**src/rtl/palette_lut_decoder.sv**
```systemverilog
// Palette look-up pixel decoder: runtime-writable colour table feeding a
// two-stage pixel pipeline with transparency, out-of-range and per-channel fade.
module palette_lut_decoder #(
  parameter int               IDX_W     = 4,
  parameter int               DEPTH     = 16,
  parameter int               RGB_W     = 12,
  parameter int               TRANS_IDX = 0,
  parameter logic [RGB_W-1:0] ERR_RGB   = RGB_W'(12'hF0F)
) (
  input  logic             clk,
  input  logic             rst,
  input  logic             wr_en,
  input  logic [IDX_W-1:0] wr_addr,
  input  logic [RGB_W-1:0] wr_data,
  input  logic             pix_valid_in,
  input  logic [IDX_W-1:0] pix_index,
  input  logic [1:0]       fade_level,
  output logic             pix_valid_out,
  output logic [RGB_W-1:0] rgb_out,
  output logic             transparent_out,
  output logic             err_out
);

  localparam int               CH_W    = RGB_W / 3;
  localparam logic [IDX_W-1:0] TRANS_I = IDX_W'(TRANS_IDX);

  // Power-up palette; entries beyond the built-in set show the error colour.
  function automatic logic [RGB_W-1:0] reset_entry(input logic [31:0] idx);
    logic [RGB_W-1:0] r;
    case (idx)
      32'd0:   r = RGB_W'(12'h000);
      32'd1:   r = RGB_W'(12'hD42);
      32'd2:   r = RGB_W'(12'h921);
      32'd3:   r = RGB_W'(12'hFF9);
      32'd4:   r = RGB_W'(12'h210);
      32'd5:   r = RGB_W'(12'h778);
      32'd6:   r = RGB_W'(12'h6B4);
      32'd7:   r = RGB_W'(12'hDD0);
      32'd8:   r = RGB_W'(12'hFFF);
      32'd9:   r = RGB_W'(12'h0F0);
      32'd10:  r = RGB_W'(12'hBBB);
      default: r = ERR_RGB;
    endcase
    return r;
  endfunction

  // Each channel shifts on its own so no bits borrow across field boundaries.
  function automatic logic [RGB_W-1:0] fade_rgb(input logic [RGB_W-1:0] c,
                                                input logic [1:0]       sh);
    logic [RGB_W-1:0] r;
    r = '0;
    for (int ch = 0; ch < 3; ch++) begin
      r[ch*CH_W +: CH_W] = c[ch*CH_W +: CH_W] >> sh;
    end
    return r;
  endfunction

  logic [RGB_W-1:0] pal_q [DEPTH];
  logic [RGB_W-1:0] pal_d [DEPTH];

  logic             s1_valid_q, s1_valid_d;
  logic             s1_trans_q, s1_trans_d;
  logic             s1_err_q,   s1_err_d;
  logic [RGB_W-1:0] s1_rgb_q,   s1_rgb_d;
  logic [1:0]       s1_fade_q,  s1_fade_d;

  logic             out_valid_q, out_valid_d;
  logic             out_trans_q, out_trans_d;
  logic             out_err_q,   out_err_d;
  logic [RGB_W-1:0] out_rgb_q,   out_rgb_d;

  logic             in_range_s;

  // Palette write port; addresses at or above DEPTH never match an entry.
  always_comb begin
    for (int i = 0; i < DEPTH; i++) begin
      if (wr_en && (wr_addr == IDX_W'(i))) begin
        pal_d[i] = wr_data;
      end else begin
        pal_d[i] = pal_q[i];
      end
    end
  end

  // Stage 1: classify the index and read the pre-write palette contents.
  always_comb begin
    in_range_s = (32'(pix_index) < 32'(DEPTH));
    s1_valid_d = pix_valid_in;
    s1_fade_d  = fade_level;
    s1_trans_d = pix_valid_in && (pix_index == TRANS_I);
    s1_err_d   = pix_valid_in && (pix_index != TRANS_I) && !in_range_s;
    s1_rgb_d   = '0;
    for (int i = 0; i < DEPTH; i++) begin
      if (pix_index == IDX_W'(i)) begin
        s1_rgb_d = pal_q[i];
      end else begin
        s1_rgb_d = s1_rgb_d;
      end
    end
  end

  // Stage 2: select transparent / error / faded colour; idle slots read as zero.
  always_comb begin
    out_valid_d = s1_valid_q;
    out_trans_d = 1'b0;
    out_err_d   = 1'b0;
    out_rgb_d   = '0;
    if (!s1_valid_q) begin
      out_rgb_d = '0;
    end else if (s1_trans_q) begin
      out_trans_d = 1'b1;
    end else if (s1_err_q) begin
      out_err_d = 1'b1;
      out_rgb_d = ERR_RGB;
    end else begin
      out_rgb_d = fade_rgb(s1_rgb_q, s1_fade_q);
    end
  end

  // State update; reset clears the pipeline and reloads the palette, beating any write.
  always_ff @(posedge clk) begin
    if (rst) begin
      s1_valid_q  <= 1'b0;
      s1_trans_q  <= 1'b0;
      s1_err_q    <= 1'b0;
      s1_rgb_q    <= '0;
      s1_fade_q   <= 2'd0;
      out_valid_q <= 1'b0;
      out_trans_q <= 1'b0;
      out_err_q   <= 1'b0;
      out_rgb_q   <= '0;
      for (int i = 0; i < DEPTH; i++) begin
        pal_q[i] <= reset_entry(32'(i));
      end
    end else begin
      s1_valid_q  <= s1_valid_d;
      s1_trans_q  <= s1_trans_d;
      s1_err_q    <= s1_err_d;
      s1_rgb_q    <= s1_rgb_d;
      s1_fade_q   <= s1_fade_d;
      out_valid_q <= out_valid_d;
      out_trans_q <= out_trans_d;
      out_err_q   <= out_err_d;
      out_rgb_q   <= out_rgb_d;
      for (int i = 0; i < DEPTH; i++) begin
        pal_q[i] <= pal_d[i];
      end
    end
  end

  assign pix_valid_out   = out_valid_q;
  assign rgb_out         = out_rgb_q;
  assign transparent_out = out_trans_q;
  assign err_out         = out_err_q;

endmodule

```
**config.mk**
```make
export PLATFORM = sky130hd
export DESIGN_NAME = palette_lut_decoder
export DESIGN_NICKNAME = d
export VERILOG_FILES = /design/src/rtl/palette_lut_decoder.sv
export SDC_FILE = /design/constraint.sdc
export NUM_CORES = 1
export LEC_CHECK = 0
export ABC_AREA = 1
export CORE_UTILIZATION = 55
export DETAILED_ROUTE_END_ITERATION = 7
export HOLD_SLACK_MARGIN = 0.15
export PLACE_DENSITY = 0.71
export SYNTH_ARGS = -nofsm -noshare
export SYNTH_HDL_FRONTEND = slang
export SYNTH_SLANG_ARGS = --single-unit
```
**constraint.sdc**
```tcl
create_clock -name clk -period 4 [get_ports clk]
set_clock_uncertainty 0.1 [all_clocks]
set_input_delay 0.8 -clock clk [delete_from_list [all_inputs] [get_ports clk]]
set_output_delay 0.8 -clock clk [all_outputs]
set_load 0.01 [all_outputs]
```
==> qor.yml <==
routing:
  viasPerCell: 5.523
  first_pass_iters: 6
  ant_nets: 0
  drt_first_iter_violations: 1038
  drc: 0
  num_vias: 8798
  wl_per_cell_um: 17.36
  wirelength_mm: 27.66
logic_synthesis:
  avgSynthCellArea_um2: 6.875
  synthTopCellsByArea: "dfxtp_1, nand2_1, nor2_1"
  syn-num-nets: 1373
  yosys_warnings: 0
  synthArstFlopShare: 0
  synth_cell_type_count: 24
  synth_top_area_frac: 0.4799
  synth_seq_cells: 222
  seq_area_frac_synth: 0.4799
  synthesis.area_um2: 9260
  synth.largest_area_cell: "dfxtp_1"
  synth.most_common_cell: "nand2_1"
  synth_cells: 1347
  synth_commonest_cells: "nand2_1, dfxtp_1, nor2_1"
  ys.flop_type: "dfxtp_1"
  synth-edff-count: 0
power_and_ir_drop:
  power_density_nw_per_um2: 452.4
  p_sw_mw: 1.154
  pwr-share-comb: 0.078
  vdd_drop_max_mv: 0.4465
  netSwitchingFraction: 0.2416
  internal_power_mw: 3.623
  seq_power_share: 0.483
  power_leakage_nw: 4.771
  clkPwrFrac: 0.439
job:
  cap_violations: 0
global_route:
  grt_max_degree: 59
  grt_first_pass_wirelength_mm: 44.06
  grt_overflow_total: 0
  antenna_found_initial: 0
  grt_pass1_vias: 8091
  track_usage: 0.3221
die:
  ios: 41
  start_util: 0.5604
  num_rows: 47
  fp.dieH_um: 131.8
  core-area_um2: 16520
  fp.dieW_um: 131.8
  dieArea_um2: 17360
cts:
  post_cts_buffers: 0
  clkTransAtPathRegs_ns: 0.06
  cts_tree: "built"
  clockBufferDepth: 3
  cts_root_buf: "clkbuf_16"
  cts_hold_buf: 0
  insertion_delay_ns: 0.52
  cts_made_buffers: 23
  cts.sinks: 222
  cts_htree_levels: 1
  ctsResizeCount: 0
setup_path:
  critPathKind: "in -> reg"
  cp.required_ns: 4.35
  cp.arrival_ns: 3.18
  end_kind: "register"
  worstPathMaxFanout: 12
  cp-start-kind: "input port"
cells_and_area:
  fillCellCount: 1528
  layout-drive-gt1-share: 0.05025
  seq_area_um2: 4444
  fin_util: 0.6390
  n_antenna_cell: 0
  area_growth_pct: 14.03
  nets: 1387
  multi_input_area_um2: 4031
timing:
  period_share: 0.7085
  rsz0062_at_grt: "no"
  setup_viol_count_final: 0
  worst_pin_slew_ns: 1.053
  max_slew_margin: 0.2955
  final.setup.tns_ns: 0
  fin_crit_ns: 2.834
  finalHoldViolations: 0
  max_freq_ghz: 0.3528
  drv_slew: 0
outcome:
  outcome: "completed"
placed_design:
  hpwl_mm: 18.41
  portBuffers: 39
  globalplace.congestion: 0.9613
min_path:
  hold_class: "reg -> reg"
## sequential cells by signal, indices dropped and copies added (netlist names)
register and cells:
transparent_out 1, s1_fade_q 2, pix_valid_out 1, out_valid_d 1, s1_rgb_q 12, s1_trans_q 1, rgb_out 12, pal_q 192
## critical path, cell delays in order
cell and delay, ns:
clkdlybuf4s50_1 0.49, inv_1 0.14, nand2_1 0.14, nor2_1 0.69, nand2_1 0.14, nand4_1 0.20
nand2_1 0.10, nand4_1 0.15, nor2_1 0.07, nand4_1 0.13, nor2_1 0.06, nor2_1 0.07
## kinds of logic after synthesis
logic type	share of synthesized area
flip-flops	0.4799
other	0.0004050
AO/OA/AOI/OAI	0.1128
buffers and inverters	0.08472
AND/OR/NAND/NOR	0.3221
## layout make-up
type,instances,area share
Sequential cell,222,0.4209
Multi-Input combinational cell,920,0.3818
Clock buffer,34,0.06126
Timing Repair Buffer,67,0.05806
Inverter,127,0.04538
Tap cell,220,0.02607
Clock inverter,3,0.006517
## per-layer routing
metal	track usage	routed length (µm)	vias up
met5	0	0	-
met4	0.1118	874	0
met3	0.05190	2476	55
met2	0.4865	11870	360
met1	0.4655	12440	4071
li1	-	-	4312
## placed cells by master, fill, tap and decap left out
cell type / netlist / routed
nor2_2: 4 / 4
nor2_4: 2 / 2
a211oi_1: 3 / 3
inv_2: 2 / 2
clkinv_4: 0 / 1
inv_1: 122 / 121
nand4_1: 31 / 31
nand2_1: 360 / 360
nor4_1: 1 / 1
bufinv_16: 0 / 2
inv_4: 0 / 1
clkbuf_1: 67 / 8
a311oi_1: 3 / 3
clkdlybuf4s50_1: 0 / 39
nand3_1: 108 / 108
a21oi_1: 65 / 65
clkbuf_8: 0 / 3
nor3_1: 8 / 8
dfxtp_1: 222 / 222
clkinv_1: 3 / 3
conb_1: 1 / 1
o21ai_0: 97 / 97
buf_12: 0 / 1
buf_4: 1 / 27
o21ai_1: 1 / 1
clkbuf_16: 0 / 23
nor2_1: 209 / 209
nand2_2: 3 / 3
o211ai_1: 24 / 24
## stage by stage
step / setup WS [ns] / power, mW / hold WS, ns / area [µm²] / cells
final: 1.166 / 4.777 / 0.3371 / 10560 / 1593
after global routing: 0.9381 / 4.924 / 0.3672 / 10560 / 1593
after CTS: 1.221 / 4.785 / 0.3412 / 10560 / 1593
after detailed placement: 0.7087 / 2.716 / 0.3333 / 9843 / 1556
after global placement: 0.7571 / 2.711 / 0.3304 / 9843 / 1556
after floorplan: 1.976 / 2.562 / 0.3149 / 9260 / 1347
## power by group through the flow
| stage | Clock [mW] | Combinational, mW | Sequential, mW |
|---|---|---|---|
| global route | 2.20 | 0.411 | 2.31 |
| detailed placement | 0 | 0.363 | 2.35 |
| global placement | 0 | 0.359 | 2.35 |
| floorplan | 0 | 0.221 | 2.34 |
| CTS | 2.12 | 0.366 | 2.30 |
| finish | 2.10 | 0.373 | 2.31 |
## final timing paths
kind	cells past startpoint	slack [ns]	start	end
worst max-delay path	12	1.17	pix_index[1]	s1_rgb_q[1]
worst max register to register	10	2.19	pal_q[0][25]	s1_rgb_q[1]
worst min-delay path	2	0.34	s1_trans_q	transparent_out
worst min register to register	2	0.34	s1_trans_q	transparent_out
Note: power is estimated with default switching activity, not from simulation.
